File: config.mk
export PLATFORM = sky130hd
export DESIGN_NAME = su_rf_ctl_flat
export DESIGN_NICKNAME = d
export VERILOG_FILES = /design/src/rtl/su_rf_pkg.sv /design/src/rtl/su_rf_ctl_if.sv /design/src/rtl/su_rf_ldq.sv /design/src/rtl/su_rf_ctl.sv /design/src/flat_wrapper.sv
export SDC_FILE = /design/constraint.sdc
export NUM_CORES = 1
export LEC_CHECK = 0
export CAP_MARGIN = 20
export CORE_AREA = 2 2 131 133
export DETAILED_ROUTE_END_ITERATION = 10
export DIE_AREA = 0 0 133 135
export DONT_BUFFER_PORTS = 1
export PLACE_DENSITY_LB_ADDON = 0.05
export SYNTH_ARGS = -nofsm -noshare
export SYNTH_HDL_FRONTEND = slang
export SYNTH_SLANG_ARGS = --single-unit
File: constraint.sdc
create_clock -name clk -period 2.9 [get_ports clk]
set_input_delay 0.435 -clock clk [delete_from_list [all_inputs] [get_ports clk]]
set_output_delay 0.435 -clock clk [all_outputs]
set_load 0.1 [all_outputs]
File: src/rtl/su_rf_pkg.sv
// su_rf_pkg: shared widths, address type, one-hot helper and word-line constants for the scalar-unit register-file sequencer.
package su_rf_pkg;
  localparam int RF_ADDR_W = 5;
  localparam int RF_DATA_W = 32;
  typedef logic [RF_ADDR_W-1:0] rf_addr_t;
  typedef logic [RF_DATA_W-1:0] rf_data_t;
  localparam logic [15:0] RF_W_IDLE_L  = 16'h0000;
  localparam logic [15:0] RF_W_IDLE_LB = 16'hFFFF;
  localparam logic [15:0] RF_W_IDLE_H  = 16'h0000;
  localparam logic [15:0] RF_W_IDLE_HB = 16'hFFFF;
  localparam logic [15:0] RF_R_R0_L    = 16'h0001;
  localparam logic [15:0] RF_R_R0_LB   = 16'hFFFE;
  localparam logic [15:0] RF_R_R0_H    = 16'h0000;
  localparam logic [15:0] RF_R_R0_HB   = 16'hFFFF;
  function automatic logic [31:0] rf_onehot(input rf_addr_t a);
    return 32'd1 << a;
  endfunction
endpackage

File: src/rtl/su_rf_ctl_if.sv
// su_rf_ctl_if: register-file sequencer bus; forwarding signals exist only when SU_RF_FWD_EN is defined.
interface su_rf_ctl_if;
  import su_rf_pkg::*;
  logic rd_vld;
  rf_addr_t rs_addr, rt_addr;
  logic [15:0] INST_RAL, INST_RALB, INST_RAH, INST_RAHB;
  logic [15:0] INST_RBL, INST_RBLB, INST_RBH, INST_RBHB;
  logic [15:0] INST_WL, INST_WLB, INST_WH, INST_WHB;
  rf_data_t rf_d;
  logic alu_wb_vld;
  rf_addr_t alu_wb_addr;
  rf_data_t alu_wb_data;
  logic ld_ret_vld, ld_ret_rdy;
  rf_addr_t ld_ret_addr;
  rf_data_t ld_ret_data;
  logic iss_vld;
  rf_addr_t iss_rs, iss_rt, iss_rd;
  logic ld_issue;
  rf_addr_t ld_issue_addr;
  logic sb_stall;
`ifdef SU_RF_FWD_EN
  logic fwd_a, fwd_b;
  rf_data_t fwd_data;
`endif
  modport master (
    output rd_vld, rs_addr, rt_addr, alu_wb_vld, alu_wb_addr, alu_wb_data,
           ld_ret_vld, ld_ret_addr, ld_ret_data, iss_vld, iss_rs, iss_rt, iss_rd,
           ld_issue, ld_issue_addr,
    input  INST_RAL, INST_RALB, INST_RAH, INST_RAHB, INST_RBL, INST_RBLB, INST_RBH, INST_RBHB,
           INST_WL, INST_WLB, INST_WH, INST_WHB, rf_d, ld_ret_rdy, sb_stall
`ifdef SU_RF_FWD_EN
   ,input  fwd_a, fwd_b, fwd_data
`endif
  );
  modport slave (
    input  rd_vld, rs_addr, rt_addr, alu_wb_vld, alu_wb_addr, alu_wb_data,
           ld_ret_vld, ld_ret_addr, ld_ret_data, iss_vld, iss_rs, iss_rt, iss_rd,
           ld_issue, ld_issue_addr,
    output INST_RAL, INST_RALB, INST_RAH, INST_RAHB, INST_RBL, INST_RBLB, INST_RBH, INST_RBHB,
           INST_WL, INST_WLB, INST_WH, INST_WHB, rf_d, ld_ret_rdy, sb_stall
`ifdef SU_RF_FWD_EN
   ,output fwd_a, fwd_b, fwd_data
`endif
  );
endinterface

File: src/rtl/su_rf_ldq.sv
// su_rf_ldq: load-return FIFO of {addr,data}; in_rdy is registered and low while full.
module su_rf_ldq
  import su_rf_pkg::*;
#(
  parameter int DEPTH = 2
) (
  input  logic     clk,
  input  logic     reset_l,
  input  logic     in_vld,
  output logic     in_rdy,
  input  rf_addr_t in_addr,
  input  rf_data_t in_data,
  output logic     out_vld,
  input  logic     out_rdy,
  output rf_addr_t out_addr,
  output rf_data_t out_data
);
  localparam int AW = $clog2(DEPTH);
  logic [AW-1:0] wp_q, wp_d, rp_q, rp_d;
  logic [AW:0] cnt_q, cnt_d;
  logic rdy_q, rdy_d, push, pop;
  rf_addr_t addr_q [DEPTH];
  rf_data_t data_q [DEPTH];
  always_comb begin
    push  = in_vld & rdy_q;
    pop   = out_rdy & (cnt_q != '0);
    wp_d  = wp_q + AW'(push);
    rp_d  = rp_q + AW'(pop);
    cnt_d = cnt_q + (AW+1)'(push) - (AW+1)'(pop);
    rdy_d = cnt_d != (AW+1)'(DEPTH);
  end
  always_ff @(posedge clk or negedge reset_l)
    if (!reset_l) begin
      wp_q  <= '0;
      rp_q  <= '0;
      cnt_q <= '0;
      rdy_q <= 1'b1;
    end else begin
      wp_q  <= wp_d;
      rp_q  <= rp_d;
      cnt_q <= cnt_d;
      rdy_q <= rdy_d;
    end
  always_ff @(posedge clk)
    if (push) begin
      addr_q[wp_q] <= in_addr;
      data_q[wp_q] <= in_data;
    end
  assign in_rdy   = rdy_q;
  assign out_vld  = cnt_q != '0;
  assign out_addr = addr_q[rp_q];
  assign out_data = data_q[rp_q];
endmodule

File: src/rtl/su_rf_ctl.sv
// su_rf_ctl: 2R/1W register-file sequencer: dual-rail word-line encode, ALU/load write arbitration, load scoreboard.
// Define SU_RF_FWD_EN to add the registered write-to-read forwarding outputs.
module su_rf_ctl
  import su_rf_pkg::*;
#(
  parameter int LDQ_DEPTH = 2
) (
  input logic        clk,
  input logic        reset_l,
  su_rf_ctl_if.slave bus
);
  rf_addr_t ra_q, ra_d, rb_q, rb_d, w_addr_q, w_addr_d, q_addr;
  rf_data_t rf_d_q, rf_d_d, q_data;
  logic w_vld_q, w_vld_d, q_vld, q_pop;
  logic [31:0] pend_q, pend_d, ra_oh, rb_oh, w_oh;
  su_rf_ldq #(.DEPTH(LDQ_DEPTH)) u_ldq (
    .clk(clk), .reset_l(reset_l),
    .in_vld(bus.ld_ret_vld), .in_rdy(bus.ld_ret_rdy),
    .in_addr(bus.ld_ret_addr), .in_data(bus.ld_ret_data),
    .out_vld(q_vld), .out_rdy(q_pop), .out_addr(q_addr), .out_data(q_data)
  );
  // Any ALU writeback, even to r0, owns the write port for that cycle.
  always_comb begin
    q_pop    = !bus.alu_wb_vld;
    ra_d     = bus.rd_vld ? bus.rs_addr : ra_q;
    rb_d     = bus.rd_vld ? bus.rt_addr : rb_q;
    w_vld_d  = bus.alu_wb_vld ? (bus.alu_wb_addr != '0) : (q_vld && q_addr != '0);
    w_addr_d = bus.alu_wb_vld ? bus.alu_wb_addr : q_addr;
    rf_d_d   = !w_vld_d ? '0 : bus.alu_wb_vld ? bus.alu_wb_data : q_data;
    pend_d   = (pend_q & ~((q_pop && q_vld) ? rf_onehot(q_addr) : 32'd0))
             | (bus.ld_issue ? rf_onehot(bus.ld_issue_addr) : 32'd0);
    pend_d[0] = 1'b0;
  end
  always_ff @(posedge clk or negedge reset_l)
    if (!reset_l) begin
      ra_q     <= '0;
      rb_q     <= '0;
      w_vld_q  <= 1'b0;
      w_addr_q <= '0;
      rf_d_q   <= '0;
      pend_q   <= '0;
    end else begin
      ra_q     <= ra_d;
      rb_q     <= rb_d;
      w_vld_q  <= w_vld_d;
      w_addr_q <= w_addr_d;
      rf_d_q   <= rf_d_d;
      pend_q   <= pend_d;
    end
  assign ra_oh          = rf_onehot(ra_q);
  assign rb_oh          = rf_onehot(rb_q);
  assign w_oh           = w_vld_q ? rf_onehot(w_addr_q) : {RF_W_IDLE_H, RF_W_IDLE_L};
  assign bus.INST_RAL   = ra_oh[15:0];
  assign bus.INST_RALB  = ~ra_oh[15:0];
  assign bus.INST_RAH   = ra_oh[31:16];
  assign bus.INST_RAHB  = ~ra_oh[31:16];
  assign bus.INST_RBL   = rb_oh[15:0];
  assign bus.INST_RBLB  = ~rb_oh[15:0];
  assign bus.INST_RBH   = rb_oh[31:16];
  assign bus.INST_RBHB  = ~rb_oh[31:16];
  assign bus.INST_WL    = w_oh[15:0];
  assign bus.INST_WLB   = ~w_oh[15:0];
  assign bus.INST_WH    = w_oh[31:16];
  assign bus.INST_WHB   = ~w_oh[31:16];
  assign bus.rf_d       = rf_d_q;
  assign bus.sb_stall   = (bus.iss_vld & (pend_q[bus.iss_rs] | pend_q[bus.iss_rt] | pend_q[bus.iss_rd]))
                        | (!bus.ld_ret_rdy & bus.alu_wb_vld);
`ifdef SU_RF_FWD_EN
  assign bus.fwd_a      = w_vld_q && (w_addr_q == ra_q);
  assign bus.fwd_b      = w_vld_q && (w_addr_q == rb_q);
  assign bus.fwd_data   = rf_d_q;
`endif
  always_ff @(posedge clk)
    if (reset_l && bus.ld_issue)
      assert (!bus.sb_stall && !pend_q[bus.ld_issue_addr])
        else $error("ERROR: su_rf_ctl ld_issue r%0d while stalled or already pending", bus.ld_issue_addr);
endmodule

File: src/flat_wrapper.sv
// flat-port wrapper written by rule: the top's interface ports become plain ports
module su_rf_ctl_flat import su_rf_pkg::*;
#(
  parameter int LDQ_DEPTH = 2
)
  (clk, reset_l, bus_rd_vld, bus_rs_addr, bus_rt_addr, bus_alu_wb_vld, bus_alu_wb_addr, bus_alu_wb_data, bus_ld_ret_vld, bus_ld_ret_addr, bus_ld_ret_data, bus_iss_vld, bus_iss_rs, bus_iss_rt, bus_iss_rd, bus_ld_issue, bus_ld_issue_addr, bus_INST_RAL, bus_INST_RALB, bus_INST_RAH, bus_INST_RAHB, bus_INST_RBL, bus_INST_RBLB, bus_INST_RBH, bus_INST_RBHB, bus_INST_WL, bus_INST_WLB, bus_INST_WH, bus_INST_WHB, bus_rf_d, bus_ld_ret_rdy, bus_sb_stall);
  su_rf_ctl_if bus_i ();
  input logic clk;
  input logic reset_l;
  input wire logic [$bits(bus_i.rd_vld)-1:0] bus_rd_vld;
  input wire logic [$bits(bus_i.rs_addr)-1:0] bus_rs_addr;
  input wire logic [$bits(bus_i.rt_addr)-1:0] bus_rt_addr;
  input wire logic [$bits(bus_i.alu_wb_vld)-1:0] bus_alu_wb_vld;
  input wire logic [$bits(bus_i.alu_wb_addr)-1:0] bus_alu_wb_addr;
  input wire logic [$bits(bus_i.alu_wb_data)-1:0] bus_alu_wb_data;
  input wire logic [$bits(bus_i.ld_ret_vld)-1:0] bus_ld_ret_vld;
  input wire logic [$bits(bus_i.ld_ret_addr)-1:0] bus_ld_ret_addr;
  input wire logic [$bits(bus_i.ld_ret_data)-1:0] bus_ld_ret_data;
  input wire logic [$bits(bus_i.iss_vld)-1:0] bus_iss_vld;
  input wire logic [$bits(bus_i.iss_rs)-1:0] bus_iss_rs;
  input wire logic [$bits(bus_i.iss_rt)-1:0] bus_iss_rt;
  input wire logic [$bits(bus_i.iss_rd)-1:0] bus_iss_rd;
  input wire logic [$bits(bus_i.ld_issue)-1:0] bus_ld_issue;
  input wire logic [$bits(bus_i.ld_issue_addr)-1:0] bus_ld_issue_addr;
  output wire logic [$bits(bus_i.INST_RAL)-1:0] bus_INST_RAL;
  output wire logic [$bits(bus_i.INST_RALB)-1:0] bus_INST_RALB;
  output wire logic [$bits(bus_i.INST_RAH)-1:0] bus_INST_RAH;
  output wire logic [$bits(bus_i.INST_RAHB)-1:0] bus_INST_RAHB;
  output wire logic [$bits(bus_i.INST_RBL)-1:0] bus_INST_RBL;
  output wire logic [$bits(bus_i.INST_RBLB)-1:0] bus_INST_RBLB;
  output wire logic [$bits(bus_i.INST_RBH)-1:0] bus_INST_RBH;
  output wire logic [$bits(bus_i.INST_RBHB)-1:0] bus_INST_RBHB;
  output wire logic [$bits(bus_i.INST_WL)-1:0] bus_INST_WL;
  output wire logic [$bits(bus_i.INST_WLB)-1:0] bus_INST_WLB;
  output wire logic [$bits(bus_i.INST_WH)-1:0] bus_INST_WH;
  output wire logic [$bits(bus_i.INST_WHB)-1:0] bus_INST_WHB;
  output wire logic [$bits(bus_i.rf_d)-1:0] bus_rf_d;
  output wire logic [$bits(bus_i.ld_ret_rdy)-1:0] bus_ld_ret_rdy;
  output wire logic [$bits(bus_i.sb_stall)-1:0] bus_sb_stall;
  assign bus_i.rd_vld = bus_rd_vld;
  assign bus_i.rs_addr = bus_rs_addr;
  assign bus_i.rt_addr = bus_rt_addr;
  assign bus_i.alu_wb_vld = bus_alu_wb_vld;
  assign bus_i.alu_wb_addr = bus_alu_wb_addr;
  assign bus_i.alu_wb_data = bus_alu_wb_data;
  assign bus_i.ld_ret_vld = bus_ld_ret_vld;
  assign bus_i.ld_ret_addr = bus_ld_ret_addr;
  assign bus_i.ld_ret_data = bus_ld_ret_data;
  assign bus_i.iss_vld = bus_iss_vld;
  assign bus_i.iss_rs = bus_iss_rs;
  assign bus_i.iss_rt = bus_iss_rt;
  assign bus_i.iss_rd = bus_iss_rd;
  assign bus_i.ld_issue = bus_ld_issue;
  assign bus_i.ld_issue_addr = bus_ld_issue_addr;
  assign bus_INST_RAL = bus_i.INST_RAL;
  assign bus_INST_RALB = bus_i.INST_RALB;
  assign bus_INST_RAH = bus_i.INST_RAH;
  assign bus_INST_RAHB = bus_i.INST_RAHB;
  assign bus_INST_RBL = bus_i.INST_RBL;
  assign bus_INST_RBLB = bus_i.INST_RBLB;
  assign bus_INST_RBH = bus_i.INST_RBH;
  assign bus_INST_RBHB = bus_i.INST_RBHB;
  assign bus_INST_WL = bus_i.INST_WL;
  assign bus_INST_WLB = bus_i.INST_WLB;
  assign bus_INST_WH = bus_i.INST_WH;
  assign bus_INST_WHB = bus_i.INST_WHB;
  assign bus_rf_d = bus_i.rf_d;
  assign bus_ld_ret_rdy = bus_i.ld_ret_rdy;
  assign bus_sb_stall = bus_i.sb_stall;
  su_rf_ctl #(.LDQ_DEPTH(LDQ_DEPTH)) u_core (.clk(clk), .reset_l(reset_l), .bus(bus_i));
endmodule
==> results.txt <==
- Pre-Repair DR Iteration Count: 5
- Global routing used a little over a quarter of the available tracks across all layers.
- Number of buffers created by CTS: 17
* Power per unit of standard cell area: 860 nW/um^2
* Failing checks: negative setup slack
- Cells fill 67.4% of the core in the end.
- Clock-pin slew was measured on the worst setup and hold paths at 0.06 ns.
* Final wirelength: 24600 microns
- Number of library cell types mapped by synthesis: 46
- For this run, asynchronously set or reset flops after synthesis account for 53.2%.
- Data arrival time of the critical path: 2.50 ns
- Count of placed standard cells including taps: roughly 1200
- For the pin with the worst max-slew slack, the measured transition is 0.924 ns.
- Biggest area contributors in the synthesized netlist: sky130_fd_sc_hd__edfxtp_1 (28%), sky130_fd_sc_hd__dfrtp_1 (26%), sky130_fd_sc_hd__mux2i_1 (6.0%)
* Largest area contributor in the synthesized netlist: sky130_fd_sc_hd__edfxtp_1
* Total of flip-flops plus latches after synthesis: 158
* Quantity of I/O buffers inserted on ports: 0
- The worst-case IR drop observed on VDD is 0.000722 V.
* Standard cell core area: about 16000 sq um
- After the first detailed-routing iteration, the DRC count stood at roughly 570.
* Clk_lat worst skew: 0.42 ns
- Kind of critical path: reg2out
- Counting both buffers and inverters, the worst setup path holds a total of 0.
* Total count of hold-check failures in the final report: 0
- After synthesis the cells add up to 7980 sq um.
- The number of nets handed over by synthesis was approximately 900.
- The final critical path takes up 101% of the cycle.
- WL/cell: 20.2 microns
- Antenna violations before repair: 1
* Area fraction in compound gates after synthesis: 8.44%
- In this run the number of H-tree levels came out at 4.
- The number of global-route vias before repair is ~6500.
- The worst path in the final design needs a cycle of between 2 and 3 ns, including I/O delays and setup.
* Placement Rows: 47
- Height of the die: 135 microns
* Mapped Cells: 787
- Highest attainable clock frequency: 0.340 GHz
- Origin of the worst min-delay path: bus_ld_ret_data[18]
- For this run the aggregate overflow at the end of global routing stands at 0.
- Fill cells in the final layout number 1182.
- Multiplexer share of the synthesized area: around 14%
- CTS tree: yes
- Launching instance or port of the critical path: u_core.pend_q[27]$_DFF_PN0_
* CTS Root Cell: sky130_fd_sc_hd__clkbuf_16
- Die boundary width: 133 microns
- First-pass GRT wire length: 37200 microns
* Cell type group with the largest total delay on the critical path: compound AO/OA/AOI/OAI gates
- Of all nets on the critical path, the largest fanout is 4.
- The detailed router placed 6702 vias in this run.
- Starting density of the core: 48.6%
- The net count of the finished layout is 1098.
- Number of warnings reported in the yosys synthesis log: 0
- In this run the critical register-to-register path is launched from u_core.u_ldq.rp_q$_DFF_PN0_.
- Fraction of post-synthesis cell area in the top cell type by area: around 28%
- Entering global routing, the biggest net connects 85 pins.
- Routability cong.: 1.09
- The finished layout holds between 1000 and 1500 standard cells, fillers aside.
- Floorplan die area: 18000 sq um
- Synth Area in Simple Gates: 15.1%
- Measured against its own limit, the worst slew margin works out to 38.4%.
- Total power for the finished layout comes to 9.51 mW.
- Max stage delay cell, worst path: sky130_fd_sc_hd__mux4_2
- Most used cells in the layout excluding fill and tap cells: sky130_fd_sc_hd__buf_4 (149), sky130_fd_sc_hd__nand2_1 (117), sky130_fd_sc_hd__inv_1 (99), sky130_fd_sc_hd__nor2_1 (88), sky130_fd_sc_hd__dfrtp_1 (82)
- Number of flops mapped to enable cells by yosys: 74
* Share of layout cells above drive strength 1: 29.1%
- Setup slack on the critical path of the routed design comes to -0.0378 ns.
* Delay of the slowest cell on the worst path: 0.47 ns
- In this run the remaining antenna-violating nets after routing total 0.
- In the synthesized netlist the dominant register cell turns out to be sky130_fd_sc_hd__dfrtp_1.
* Clk sink count: between 150 and 200
- Unrepaired setup endpoints after global routing: yes
- STA classifies the critical path startpoint as a flip-flop.
- Buffer levels on the longest clock path: 2
- Slew Viols, Final: 0
* Per-instance average area after synthesis: 10.1 sq um
* Main combinational cell family by area after synthesis: simple AND/OR/NAND/NOR gates
- Leading cell type in the layout, fill and taps excluded: sky130_fd_sc_hd__buf_4
- Layout area overhead: 38.7%
- Detailed-route DRC error count: 0
* Register area share after synthesis: 54.2%
* Worst Clk Skew: around 0.0083 ns
- Synth Area in XOR/XNOR: less than 1%
* DP HPWL: 19600 microns
- In this run the static leakage power is 5.22 nW.
- Outcome: complete, but fails checks
- Prior to clock tree synthesis, the placed netlist has a worst setup slack of 0.144 ns.
* Number of maximum-capacitance violations: 0
* Crit path capture type: primary output
* Data required time at the worst endpoint: between 2 and 2.5 ns
* Vias per cell: around 5.5
* Number of setup violations in the final report: 1
* Synthesized-area fraction occupied by adder cells: 0.627%
* Number of I/O pins: roughly 340
* Ordered cell list for the critical path: mux2i_1, mux4_2, a221o_1, o311a_1, o2111ai_2, a221o_4
- Hold Crit Class: in2reg
cells by family after synthesis:
kind of cell,Yosys count
AND/OR/NAND/NOR,275
flip-flops,158
buffers and inverters,143
AO/OA/AOI/OAI,121
multiplexers,83
adder cells (fa/ha/maj),4
XOR/XNOR,3
area by class of cell:
| class | count | area [sq um] | share of cell area (%) |
|---|---|---|---|
| Inverter | 107 | 432 | 3.90 |
| Clock buffer | 20 | 437 | 3.95 |
| Timing Repair Buffer | 213 | 2400 | 21.7 |
| Tap cell | 220 | 275 | 2.49 |
| Multi-Input combinational cell | 486 | 3110 | 28.1 |
| Antenna cell | 1 | 2.50 | 0.0226 |
| Sequential cell | 158 | 4330 | 39.1 |
| Clock inverter | 12 | 86.3 | 0.780 |
where the power goes:
| group | switching (mW) | internal, mW |
|---|---|---|
| Clock | 0.848 | 1.10 |
| Sequential | 1.22 | 2.99 |
| Combinational | 2.12 | 1.23 |
| Total | 4.19 | 5.32 |
repair_timing:
| item | in CTS | in global routing |
|---|---|---|
| endpoints found under the hold margin | 84 | 0 |
| pin swaps | 3 | 0 |
| hold buffers | 2 | 0 |
| setup buffers | 13 | 0 |
| gates cloned | 0 | 0 |
| endpoints found under the setup margin | 1 | 1 |
| resized for setup | 5 | 0 |
cell usage after synthesis, types with 2 or more instances:
master	n
sky130_fd_sc_hd__xnor2_1	2
sky130_fd_sc_hd__nor2b_1	15
sky130_fd_sc_hd__a22oi_1	2
sky130_fd_sc_hd__o32ai_1	2
sky130_fd_sc_hd__buf_2	3
sky130_fd_sc_hd__nor3_1	8
sky130_fd_sc_hd__o21ai_0	70
sky130_fd_sc_hd__nor2_1	88
sky130_fd_sc_hd__clkbuf_1	24
sky130_fd_sc_hd__nand3_1	12
sky130_fd_sc_hd__edfxtp_1	74
sky130_fd_sc_hd__and3_1	3
sky130_fd_sc_hd__nand2_1	117
sky130_fd_sc_hd__mux4_1	5
sky130_fd_sc_hd__mux4_2	16
sky130_fd_sc_hd__and2_1	5
sky130_fd_sc_hd__mux2i_1	48
sky130_fd_sc_hd__and3b_1	4
sky130_fd_sc_hd__dfrtp_1	83
sky130_fd_sc_hd__a32oi_1	2
sky130_fd_sc_hd__ha_1	4
sky130_fd_sc_hd__a21oi_1	36
sky130_fd_sc_hd__nor3b_1	7
sky130_fd_sc_hd__nand2b_1	9
sky130_fd_sc_hd__buf_1	6
sky130_fd_sc_hd__inv_1	107
sky130_fd_sc_hd__a32o_1	2
sky130_fd_sc_hd__a221o_1	2
sky130_fd_sc_hd__nand3b_1	2
sky130_fd_sc_hd__mux2_2	13
per-stage QoR:
stage	cell area, sq um	hold slack (ns)	TNS, ns
detailed placement	10400	0.144	0
CTS	11100	0.102	-0.0358
finish	11100	0.110	-0.0378
global placement	10400	0.144	0
floorplan	8010	0.139	-0.373
global route	11100	0.0992	-0.150
worst paths after layout:
kind                                                        end  slack, ns  depth (start not counted)
max                                                bus_sb_stall      -0.04                          6
min                        u_core.u_ldq.data_q[0][18]$_DFFE_PP_       0.11                          0
max reg2reg                        u_core.bus.rf_d[9]$_DFF_PN0_       0.35                          7
min reg2reg                     u_core.u_ldq.cnt_q[0]$_DFF_PN0_       0.54                          1
max in group asynchronous         u_core.u_ldq.in_rdy$_DFF_PN1_       1.94                          2
min in group asynchronous         u_core.bus.rf_d[24]$_DFF_PN0_       0.57                          2
flip-flops by register name (all words and copies together) (netlist names):
signal,flops
u_core.u_ldq.data_q,64
u_core.bus.rf_d,32
u_core.pend_q,31
u_core.u_ldq.addr_q,10
u_core.ra_q,5
u_core.rb_q,5
u_core.w_addr_q,5
u_core.u_ldq.cnt_q,2
u_core.u_ldq.in_rdy,1
u_core.u_ldq.rp_q,1
u_core.u_ldq.wp_q,1
u_core.w_vld_q,1
metal layers:
metal | routed length (microns) | global-route usage (%) | vias to the layer above
met3 | 1950 | 6.57 | 53
met5 | 0 | 0 | -
met1 | 8560 | 29.8 | 3256
met2 | 13300 | 50.7 | 347
li1 | - | - | 3046
met4 | 780 | 10.5 | 0
Note: power is estimated with default switching activity, not from simulation.
